**config.mk**
```make
export PLATFORM = sky130hd
export DESIGN_NAME = gcd_controller_flat
export DESIGN_NICKNAME = d
export VERILOG_FILES = /design/src/rtl/gcd_controller_if.sv /design/src/rtl/gcd_controller.sv /design/src/flat_wrapper.sv
export SDC_FILE = /design/constraint.sdc
export NUM_CORES = 1
export LEC_CHECK = 0
export CAP_MARGIN = 10
export CORE_UTILIZATION = 40
export CTS_BUF_LIST = sky130_fd_sc_hd__clkbuf_4
export DETAILED_ROUTE_END_ITERATION = 10
export GPL_TIMING_DRIVEN = 0
export PLACE_DENSITY = 0.69
export SYNTH_ARGS = -nofsm -noshare
export SYNTH_HDL_FRONTEND = slang
export SYNTH_SLANG_ARGS = --single-unit
```
**constraint.sdc**
```tcl
create_clock -name CLK -period 2.2 [get_ports CLK]
set_input_delay 0.44 -clock CLK [delete_from_list [all_inputs] [get_ports CLK]]
set_output_delay 0.44 -clock CLK [all_outputs]
set_load 0.05 [all_outputs]
```
**src/rtl/gcd_controller_if.sv**
```systemverilog
// Handshake and datapath-control bundle for the GCD controller.
// slave: controller side; master: requester plus datapath side.
interface gcd_controller_if #(
    parameter int CNT_W = 16
);
    // requester / datapath -> controller
    logic             start;
    logic             done_ack;
    logic             x_gt_y;
    logic             x_lt_y;
    // controller -> datapath / requester
    logic             sel_x;
    logic             sel_y;
    logic             sel_sub;
    logic             ld_x;
    logic             ld_y;
    logic             ld_obeb;
    logic             busy;
    logic             done;
    logic             error;
    logic [CNT_W-1:0] iter_count;

    modport slave (
        input  start, done_ack, x_gt_y, x_lt_y,
        output sel_x, sel_y, sel_sub,
        output ld_x, ld_y, ld_obeb,
        output busy, done, error, iter_count
    );

    modport master (
        output start, done_ack, x_gt_y, x_lt_y,
        input  sel_x, sel_y, sel_sub,
        input  ld_x, ld_y, ld_obeb,
        input  busy, done, error, iter_count
    );
endinterface

```
**src/rtl/gcd_controller.sv**
```systemverilog
// Control FSM for the subtract-and-swap GCD datapath.
// Ports: CLK, reset (async, active-high), bus (gcd_controller_if.slave).
module gcd_controller #(
    parameter int CNT_W    = 16,
    parameter int MAX_ITER = 1000
) (
    input logic             CLK,
    input logic             reset,
    gcd_controller_if.slave bus
);
    localparam logic [2:0] S_IDLE = 3'd0;
    localparam logic [2:0] S_LOAD = 3'd1;
    localparam logic [2:0] S_CMP  = 3'd2;
    localparam logic [2:0] S_DONE = 3'd3;
    localparam logic [2:0] S_ERR  = 3'd4;

    // Count value at which one more subtraction exhausts the budget.
    localparam logic [CNT_W-1:0] LAST = CNT_W'(MAX_ITER - 1);

    logic [2:0]       state;
    logic [2:0]       state_nxt;
    logic [CNT_W-1:0] cnt;
    logic [CNT_W-1:0] cnt_nxt;
    logic             in_cmp;
    logic             sub_x;
    logic             sub_y;
    logic             eq;

    // Both flags high cannot happen on a sane datapath; it falls
    // through to the equal branch so the run still terminates.
    assign in_cmp = (state == S_CMP);
    assign sub_x  = in_cmp &&  bus.x_gt_y && !bus.x_lt_y;
    assign sub_y  = in_cmp && !bus.x_gt_y &&  bus.x_lt_y;
    assign eq     = in_cmp && !sub_x && !sub_y;

    always_comb begin
        state_nxt = state;
        cnt_nxt   = cnt;
        case (state)
            S_IDLE: begin
                if (bus.start) begin
                    state_nxt = S_LOAD;
                    cnt_nxt   = '0;
                end
            end
            S_LOAD: state_nxt = S_CMP;
            S_CMP: begin
                if (sub_x || sub_y) begin
                    cnt_nxt = cnt + 1'b1;
                    if (cnt == LAST)
                        state_nxt = S_ERR;
                end else begin
                    state_nxt = S_DONE;
                end
            end
            S_DONE, S_ERR: begin
                if (bus.start) begin
                    state_nxt = S_LOAD;
                    cnt_nxt   = '0;
                end else if (bus.done_ack) begin
                    state_nxt = S_IDLE;
                end
            end
            default: state_nxt = S_IDLE;
        endcase
    end

    always_ff @(posedge CLK or posedge reset) begin
        if (reset) begin
            state <= S_IDLE;
            cnt   <= '0;
        end else begin
            state <= state_nxt;
            cnt   <= cnt_nxt;
        end
    end

    // LOAD captures xi/yi (muxes at 0); CMP steers the subtractor.
    assign bus.ld_x       = (state == S_LOAD) || sub_x;
    assign bus.ld_y       = (state == S_LOAD) || sub_y;
    assign bus.sel_x      = sub_x;
    assign bus.sel_y      = sub_y;
    assign bus.sel_sub    = sub_y;
    assign bus.ld_obeb    = eq;
    assign bus.busy       = (state == S_LOAD) || in_cmp;
    assign bus.done       = (state == S_DONE);
    assign bus.error      = (state == S_ERR);
    assign bus.iter_count = cnt;
endmodule

```
**src/flat_wrapper.sv**
```systemverilog
// flat-port wrapper written by rule: the top's interface ports become plain ports
module gcd_controller_flat 
#(
    parameter int CNT_W    = 16,
    parameter int MAX_ITER = 1000
)
  (CLK, reset, bus_start, bus_done_ack, bus_x_gt_y, bus_x_lt_y, bus_sel_x, bus_sel_y, bus_sel_sub, bus_ld_x, bus_ld_y, bus_ld_obeb, bus_busy, bus_done, bus_error, bus_iter_count);
  gcd_controller_if #(.CNT_W(CNT_W)) bus_i ();
  input logic CLK;
  input logic reset;
  input wire logic [$bits(bus_i.start)-1:0] bus_start;
  input wire logic [$bits(bus_i.done_ack)-1:0] bus_done_ack;
  input wire logic [$bits(bus_i.x_gt_y)-1:0] bus_x_gt_y;
  input wire logic [$bits(bus_i.x_lt_y)-1:0] bus_x_lt_y;
  output wire logic [$bits(bus_i.sel_x)-1:0] bus_sel_x;
  output wire logic [$bits(bus_i.sel_y)-1:0] bus_sel_y;
  output wire logic [$bits(bus_i.sel_sub)-1:0] bus_sel_sub;
  output wire logic [$bits(bus_i.ld_x)-1:0] bus_ld_x;
  output wire logic [$bits(bus_i.ld_y)-1:0] bus_ld_y;
  output wire logic [$bits(bus_i.ld_obeb)-1:0] bus_ld_obeb;
  output wire logic [$bits(bus_i.busy)-1:0] bus_busy;
  output wire logic [$bits(bus_i.done)-1:0] bus_done;
  output wire logic [$bits(bus_i.error)-1:0] bus_error;
  output wire logic [$bits(bus_i.iter_count)-1:0] bus_iter_count;
  assign bus_i.start = bus_start;
  assign bus_i.done_ack = bus_done_ack;
  assign bus_i.x_gt_y = bus_x_gt_y;
  assign bus_i.x_lt_y = bus_x_lt_y;
  assign bus_sel_x = bus_i.sel_x;
  assign bus_sel_y = bus_i.sel_y;
  assign bus_sel_sub = bus_i.sel_sub;
  assign bus_ld_x = bus_i.ld_x;
  assign bus_ld_y = bus_i.ld_y;
  assign bus_ld_obeb = bus_i.ld_obeb;
  assign bus_busy = bus_i.busy;
  assign bus_done = bus_i.done;
  assign bus_error = bus_i.error;
  assign bus_iter_count = bus_i.iter_count;
  gcd_controller #(.CNT_W(CNT_W), .MAX_ITER(MAX_ITER)) u_core (.CLK(CLK), .reset(reset), .bus(bus_i));
endmodule
```
==> reports/results.tsv, run 1 <==
metric	value	unit
HPWL after DPL	1920	um
Total GRT Usage	19.6	%
antenna violations before repair	0	
CTS Buffer Depth	2	
Total Wirelength	2760	um
Clock Tree Root	clkbuf_4	
Remaining DRCs	0	
Crit path buffers/inverters	1	
syn_nets	136	
CP endpoint kind	output pin	
Power Density	999	nW/um^2
Initial Utilization	41.9	%
core area	2730	um^2
Max Fclk	0.465	GHz
hold buffer count at CTS	0	
Worst Skew	0.00325	ns
VDD IR max	0.929	mV
Layout area overhead	39.2	%
Via Count	1075	
Async S/R FF share, synth	100	%
EDFF count, synth	0	
TritonCTS Buffers	3	
Min Clock Period, post-route	2.15	ns
Worst EP arrival	1.71	ns
Final Hold Fails	0	
Mapped Cells	129	
antenna fix cells	0	
htree depth	1	
RSZ-0062 raised after global routing	yes	
Core Util, Final	58.3	%
IO buf count	30	
status	finished, final reports clean	
kind of critical path	reg2out	
Mean Syn Cell Area	8.87	um^2
setup TNS	0	ns
Yosys reg bits	19	
Final GP Congestion	0.805	
post-synthesis sequential area ratio	41.5	%
global-route wire length before repair	4790	um
Worst Hold Class	in2async	
CTS tree	done	
synth top area cells	dfrtp_1, xnor2_1, nor2_1, xor2_1, a211oi_1	
1st-pass router iterations	4	
Top Ports	31	
Crit path max-delay family	simple AND/OR/NAND/NOR gates	
fin nets	174	
WL/cell	14.0	um
top-area cell type share of the netlist area	41.5	%
Max Slew Vio Count	0	
worst hold margin	0.558	ns
Cell Area, Synth	1140	um^2
CP max-delay cell	dfrtp_2	
layout cell share with drive strength beyond 1	17.5	%
dpl ws	-0.495	ns
Slew @ Worst Pin	0.749	ns
Netlist cell types	37	
P_leak	0.675	nW
Yosys top cell by area	dfrtp_1	
Die Span Y	55.5	um
largest net degree at the start of global routing	20	
Rows	19	
Max-Cap Viols	0	
final setup vio count	0	
Tcrit/Tclk final	97.8	%
ANT nets after route	0	
vias per cell	5.46	
Req. time, crit path	1.76	ns
clock sink count	19	
vias in the first global route	1062	
PnR worst setup slack	0.0478	ns
critical path cell sequence	or3b_4, nor3b_4, nand2b_4, buf_8	
CP max FO	7	
clk_lat worst skew	0.30	ns
die width	55.5	um
peak per-stage delay on the critical path	0.46	ns
ys flop type	dfrtp_1	
initial drt markers	28	
worst rel slew slack	50.0	%
die area	3080	um^2
Yosys warning count	0	
Layout fillers	264	
CP Launch Type	flip-flop	
total grt overflow	0	
Reg clk slew, reported paths	0.11	ns
[per-layer routing]
layer	wire length, um	up-vias	global-route usage, %
met5	0	-	0
met4	49	0	8.57
met3	154	6	3.98
met2	1230	33	31.2
met1	1330	505	25.9
li1	-	531	-
[worst paths after layout]
kind	slack [ns]	from	to	cells past startpoint
hold reg to reg	0.57	u_core.bus.iter_count[1]	u_core.bus.iter_count[1]	1
max in group asynchronous	1.13	reset	u_core.state[0]	2
min in group CLK	0.57	u_core.bus.iter_count[1]	u_core.bus.iter_count[1]	1
hold / removal	0.56	reset	u_core.state[1]	2
setup reg to reg	0.16	u_core.state[0]	u_core.bus.iter_count[8]	6
setup / recovery	0.05	u_core.state[0]	bus_ld_x	4
[worst reg2reg max path: stages (launching register included)]
cell,delay (ns)
dfrtp_2,0.46
or3b_4,0.43
buf_4,0.17
nand2b_1,0.28
a211oi_1,0.35
xnor2_1,0.17
nor2_1,0.06
[power by group]
part | leakage, nW | internal [W] | switching [W]
registers | 0.257 | 0.000392 | 0.0000420
logic | 0.399 | 0.000336 | 0.000629
clock network | 0.0184 | 0.0000829 | 0.000111
total | 0.675 | 0.000810 | 0.000782
[per-stage QoR]
stage               power (W)  std cells  cell area, um^2
finish                0.00159        197             1590
global route          0.00167        197             1590
CTS                   0.00155        196             1570
detailed placement    0.00137        190             1530
global placement      0.00136        190             1530
floorplan             0.00112        129             1190
[area by class of cell]
class | count | area [um^2] | area share, %
inverter | 3 | 11.3 | 0.706
buffer | 5 | 31.3 | 1.96
timing repair buffer | 34 | 332 | 20.8
clock buffer | 4 | 30.0 | 1.88
multi-input combinational | 101 | 673 | 42.2
sequential | 19 | 478 | 30.0
tap | 31 | 38.8 | 2.43
[logic make-up after synthesis]
logic type | synth area share, %
flops | 41.5
compound gates | 14.8
fa+ha+maj | 1.09
xor+xnor | 12.2
simple gates | 26.7
buf+inv | 3.71
[synthesized netlist by cell type (2+ instances only)]
cell and count:
nor2_1 20, dfrtp_1 19, nand2_1 10, xnor2_1 9
xor2_1 7, a211oi_1 5, a21oi_1 5, nor4_1 4
o21ai_0 4, o21ai_1 4, inv_1 3, nand2b_1 3
nand3_1 3, nand4_1 3, o2111ai_1 3, and3_1 2
buf_1 2, buf_4 2, nor3_1 2, nor3b_1 2
[placed cells by master (no fill, tap or decap), types with 4 or more instances in the layout]
| master | count |
|---|---|
| nand2_1 | 10 |
| o21ai_1 | 4 |
| buf_4 | 5 |
| xor2_1 | 7 |
| nor2_1 | 20 |
| dfrtp_1 | 17 |
| clkbuf_4 | 4 |
| xnor2_1 | 9 |
| clkdlybuf4s50_1 | 20 |
| a21oi_1 | 5 |
| o21ai_0 | 4 |
| a211oi_1 | 5 |
[sequential cells by signal, indices dropped and copies added (netlist names)]
name / count
u_core.bus.iter_count: 16
u_core.state: 3
[what timing repair did]
action                                  CTS  global route
endpoints found under the setup margin    9            16
resized for setup                        40             9
endpoints found under the hold margin     0             0
buffers inserted                          3             1
pin swaps                                 1             1
Note: power is estimated with default switching activity, not from simulation.
==> inputs of run 2 (changes only) <==
--- a/config.mk
+++ b/config.mk
@@ -11,6 +11,7 @@
 export DETAILED_ROUTE_END_ITERATION = 10
 export GPL_TIMING_DRIVEN = 0
 export PLACE_DENSITY = 0.69
+export RECOVER_POWER = 50
 export SYNTH_ARGS = -nofsm -noshare
 export SYNTH_HDL_FRONTEND = slang
 export SYNTH_SLANG_ARGS = --single-unit
==> run 2 against run 1 <==
  * Register-to-register slack hardly changed
  * Combinational power is 1% lower
  * Design area down 0.16%
  * Critical path type unchanged
  * Largest power group unchanged
==> reports/results.tsv, run 2 (same netlist as run 1, synthesis figures left out) <==
metric	value	unit
status	finished, final reports clean	
CP max FO	7	
R2R setup slack	0.16	ns
Internal	0.000804	W
Req. time, crit path	1.76	ns
critical path cell sequence	or3b_4, nor3b_4, nand2b_4, buf_8	
Final Hold Fails	0	
TritonCTS Buffers	3	
core area	2730	um^2
R2R Path End	u_core.bus.iter_count[15]	
reg-to-reg startpoint	u_core.state[0]	
Reg clk slew, reported paths	0.11	ns
Max-Cap Viols	0	
worst rel slew slack	49.9	%
RSZ-0062 raised after global routing	yes	
fin nets	174	
antenna violations before repair	0	
commonest non-fill, non-tap cells in the layout	nor2_1, dfrtp_1, clkdlybuf4s50_1	
Min Clock Period, post-route	2.15	ns
Reg power frac	27.4	%
Largest register FFs	16	
clock power share	12.1	%
Power Density	992	nW/um^2
WL/cell	14.0	um
Remaining DRCs	0	
CP endpoint kind	output pin	
Max Slew Vio Count	0	
Total GRT Usage	19.6	%
largest net degree at the start of global routing	20	
vias in the first global route	1062	
Hold Path Depth	1	
Max Fclk	0.465	GHz
Clock Tree Root	clkbuf_4	
clock sink count	19	
P_leak	0.687	nW
FF-to-FF path depth	6	
hold buffer count at CTS	0	
total grt overflow	0	
die area	3080	um^2
Slew @ Worst Pin	0.750	ns
final setup vio count	0	
Hold EP	u_core.bus.iter_count[1]	
Initial Utilization	41.9	%
clk_lat worst skew	0.30	ns
HPWL after DPL	1920	um
final std cells w/o fill	197	
vias per cell	5.52	
placed cell count	190	
Rows	19	
Core Util, Final	58.2	%
Tcrit/Tclk final	97.7	%
initial drt markers	30	
Total Wirelength	2760	um
Logic pwr share	60.5	%
layout cell share with drive strength beyond 1	16.9	%
die width	55.5	um
Sw Share	49.1	%
1st-pass router iterations	4	
ANT nets after route	0	
Layout area overhead	39.0	%
IO buf count	30	
Worst Skew	0.00514	ns
P_sw	0.000775	W
antenna fix cells	0	
Via Count	1087	
VDD IR max	0.927	mV
htree depth	1	
global-route wire length before repair	4790	um
CP Launch Type	flip-flop	
Final GP Congestion	0.805	
most common cell after layout, fill and taps aside	nor2_1	
Worst EP arrival	1.71	ns
CP max-delay cell	dfrtp_2	
peak per-stage delay on the critical path	0.46	ns
Die Span Y	55.5	um
CTS tree	done	
kind of critical path	reg2out	
CTS Buffer Depth	2	
Top Ports	31	
Worst Hold Class	reg2reg	
hold path start	u_core.bus.iter_count[1]	
[run 2: worst max path at each step]
| stage | end | depth (start not counted) | slack (ns) | from |
|---|---|---|---|---|
| final | bus_ld_x | 4 | 0.05 | u_core.state[0] |
| after global routing | bus_ld_x | 5 | -0.009 | u_core.state[1] |
| after CTS | bus_ld_x | 5 | 0.01 | u_core.state[1] |
| after detailed placement | bus_ld_y | 4 | -0.50 | bus_x_lt_y |
| after global placement | bus_ld_y | 4 | -0.47 | bus_x_lt_y |
| after floorplan | bus_ld_y | 4 | -0.06 | u_core.state[2] |
[run 2: cell type report]
| cell class | count | area, um^2 |
|---|---|---|
| Fill cell | 265 | 1140 |
| Multi-Input combinational cell | 101 | 671 |
| Sequential cell | 19 | 478 |
| Timing Repair Buffer | 34 | 332 |
| Tap cell | 31 | 38.8 |
| Buffer | 5 | 31.3 |
| Clock buffer | 4 | 30.0 |
| Inverter | 3 | 11.3 |
[run 2: timing repair]
item | CTS | global route
pin swaps | 1 | 1
gates resized for setup | 40 | 9
gates cloned | 0 | 0
setup buffers | 3 | 1
setup endpoints to repair | 9 | 16
[run 2: routing by layer]
metal | global-route usage (%) | vias to the layer above | wire length, um
li1 | - | 531 | -
met1 | 25.9 | 519 | 1320
met2 | 31.2 | 33 | 1260
met3 | 3.98 | 4 | 152
met4 | 8.57 | 0 | 36
met5 | 0 | - | 0
[run 2: through the flow]
stage                     total power [W]  TNS [ns]  cell area [um^2]  worst slack [ns]  hold slack, ns
after global routing              0.00166  -0.00851              1590          -0.00851           0.591
after global placement            0.00136     -2.88              1530            -0.470           0.536
after floorplan                   0.00112    -0.111              1190           -0.0618           0.391
after CTS                         0.00155         0              1570            0.0136           0.571
final                             0.00158         0              1590            0.0506           0.561
after detailed placement          0.00137     -3.20              1530            -0.495           0.532
[run 2: critical path: cells and delay by family (launching register included)]
kind          cells  cell delay (ns)
flops             1             0.46
buf+inv           1             0.14
simple gates      3             0.81
[run 2: power groups by stage]
stage	sequential [W]	clock, W	combinational [W]
after CTS	0.000432	0.000196	0.000923
after detailed placement	0.000437	0	0.000933
after global placement	0.000435	0	0.000928
final	0.000433	0.000191	0.000955
after global routing	0.000439	0.000208	0.00102
after floorplan	0.000506	0	0.000614
==> inputs of run 3 (changes only) <==
--- a/config.mk
+++ b/config.mk
@@ -9,8 +9,8 @@
 export CORE_UTILIZATION = 40
 export CTS_BUF_LIST = sky130_fd_sc_hd__clkbuf_4
 export DETAILED_ROUTE_END_ITERATION = 10
-export GPL_TIMING_DRIVEN = 0
-export PLACE_DENSITY = 0.69
+export GPL_TIMING_DRIVEN = 1
+export PLACE_DENSITY = 0.72
 export RECOVER_POWER = 50
 export SYNTH_ARGS = -nofsm -noshare
 export SYNTH_HDL_FRONTEND = slang
==> constraint.sdc (replaced) <==
create_clock -name CLK -period 1.75 [get_ports CLK]
set_input_delay 0.35 -clock CLK [delete_from_list [all_inputs] [get_ports CLK]]
set_output_delay 0.35 -clock CLK [all_outputs]
set_load 0.05 [all_outputs]
==> run 3 against run 2 <==
  * The run now ends with negative setup slack left
  * Sequential share of layout area shrank 5.5 points
  * Design area grew 25%
  * Largest cell class unchanged
  * Critical path depth grew 1
  * Cell count grew 6.6%
  * First-iteration DRC count grew 10%
  * Power grew 68%
  * Non-clock buffer count grew 13
  * Critical endpoint is now bus_ld_y
==> reports/results.tsv, run 3 (same netlist as run 1, synthesis figures left out) <==
metric	value	unit
status	finished, violations left	
failing checks	negative setup slack	
Die Span Y	55.5	um
Initial Utilization	41.9	%
Power Density	1330	nW/um^2
fin nets	187	
WL/cell	17.7	um
PnR worst setup slack	-0.351	ns
Final GP Congestion	0.866	
Rows	19	
placed cell count	200	
core area	2730	um^2
commonest non-fill, non-tap cells in the layout	buf_4, nor2_1, nand2_1, dfrtp_1	
global-route wire length before repair	5530	um
Largest register FFs	16	
total grt overflow	0	
layout cell share with drive strength beyond 1	52.5	%
critical path cell sequence	or3b_1, buf_6, nor3b_4, nand2b_4, buf_12	
Reg clk slew, reported paths	0.11	ns
Worst EP arrival	1.75	ns
Via Count	1213	
Slew @ Worst Pin	1.05	ns
CP max FO	4	
initial drt markers	33	
hold buffer count at CTS	0	
reg-to-reg startpoint	u_core.state[2]	
P_leak	0.821	nW
CP endpoint kind	output pin	
area of the multi-input gates	871	um^2
htree depth	1	
RSZ-0062 raised after global routing	yes	
ANT nets after route	0	
Layout fillers	198	
Sequential Area	487	um^2
FF-to-FF path depth	8	
Hold Path Depth	2	
kind of critical path	reg2out	
1st-pass router iterations	4	
worst hold margin	0.567	ns
Max Fclk	0.476	GHz
worst rel slew slack	30.1	%
Final Hold Fails	0	
peak per-stage delay on the critical path	0.39	ns
CTS Buffer Depth	2	
Worst Hold Class	reg2reg	
hold path start	u_core.state[2]	
clk_lat worst skew	0.31	ns
Total GRT Usage	23.1	%
clock sink count	19	
most common cell after layout, fill and taps aside	buf_4	
Max-Cap Viols	0	
CTS tree	done	
Min Clock Period, post-route	2.10	ns
Clock Tree Root	clkbuf_4	
Req. time, crit path	1.40	ns
TritonCTS Buffers	3	
antenna fix cells	0	
VDD IR max	1.11	mV
CP max-delay cell	dfrtp_1	
final std cells w/o fill	210	
Layout area overhead	73.6	%
Hold EP	u_core.state[1]	
Top Ports	31	
Remaining DRCs	0	
HPWL after DPL	2130	um
largest net degree at the start of global routing	20	
Tcrit/Tclk final	120	%
final setup vio count	21	
IO buf count	30	
Core Util, Final	72.7	%
die width	55.5	um
Total Wirelength	3710	um
die area	3080	um^2
Worst Skew	0.00674	ns
CP Launch Type	flip-flop	
antenna violations before repair	0	
vias in the first global route	1155	
vias per cell	5.78	
Max Slew Vio Count	0	
R2R setup slack	-0.21	ns
R2R Path End	u_core.bus.iter_count[15]	
run 3: changes by cell type in the layout (fill, tap and decap cells not counted), sizes merged:
cell,previous run,this run
clkbuf,8,5
clkdlybuf4s15,1,0
dlygate4sd3,5,1
dlymetal6s2s,1,0
clkdlybuf4s50,15,4
dlygate4sd2,2,0
buf,11,46
run 3: how the worst max path moves through the flow:
| stage | start | to | cells after the start | slack, ns |
|---|---|---|---|---|
| after floorplan | u_core.state[2] | bus_ld_y | 4 | -0.42 |
| after global placement | bus_x_lt_y | u_core.bus.iter_count[4] | 7 | -0.35 |
| after detailed placement | bus_x_lt_y | u_core.bus.iter_count[14] | 7 | -0.37 |
| after CTS | u_core.state[2] | bus_ld_y | 5 | -0.34 |
| after global routing | u_core.state[2] | bus_ld_y | 5 | -0.38 |
| final | u_core.state[2] | bus_ld_y | 5 | -0.35 |
run 3: metrics by stage:
stage | worst slack, ns | setup TNS [ns] | area [um^2] | total power, W
after floorplan | -0.421 | -1.58 | 1210 | 0.00142
after global placement | -0.346 | -4.84 | 1680 | 0.00199
after detailed placement | -0.371 | -5.16 | 1680 | 0.00202
after CTS | -0.341 | -3.16 | 1880 | 0.00247
after global routing | -0.380 | -5.27 | 1990 | 0.00274
final | -0.351 | -3.92 | 1990 | 0.00265
run 3: what timing repair did:
action	in CTS	in global routing
pin swaps	17	16
endpoints found under the hold margin	0	0
resized for setup	30	22
setup endpoints to repair	20	26
setup buffers	4	3
cloned	1	0
run 3: final cells by class:
class | instances | area share, %
Tap cell | 31 | 1.95
Multi-Input combinational cell | 101 | 43.8
Clock buffer | 4 | 1.51
Inverter | 3 | 0.567
Sequential cell | 19 | 24.5
Timing Repair Buffer | 52 | 27.6
run 3: worst max-delay path: cells and delay by family (launching register included):
kind	cells	cell delay (ns)
and+or+nand+nor	3	0.78
buffers and inverters	2	0.28
DFF	1	0.39
run 3: layer usage:
layer | up-vias | GRT usage, % | routed length, um
li1 | 556 | - | -
met4 | 0 | 10.4 | 72
met1 | 606 | 29.6 | 1500
met2 | 43 | 38.0 | 1970
met5 | - | 0 | 0
met3 | 8 | 4.22 | 173
run 3: where the power goes:
| part | internal (W) | switching [W] | leakage [nW] |
|---|---|---|---|
| logic | 0.000799 | 0.00105 | 0.558 |
| clock network | 0.000105 | 0.000142 | 0.0184 |
| registers | 0.000492 | 0.0000679 | 0.245 |
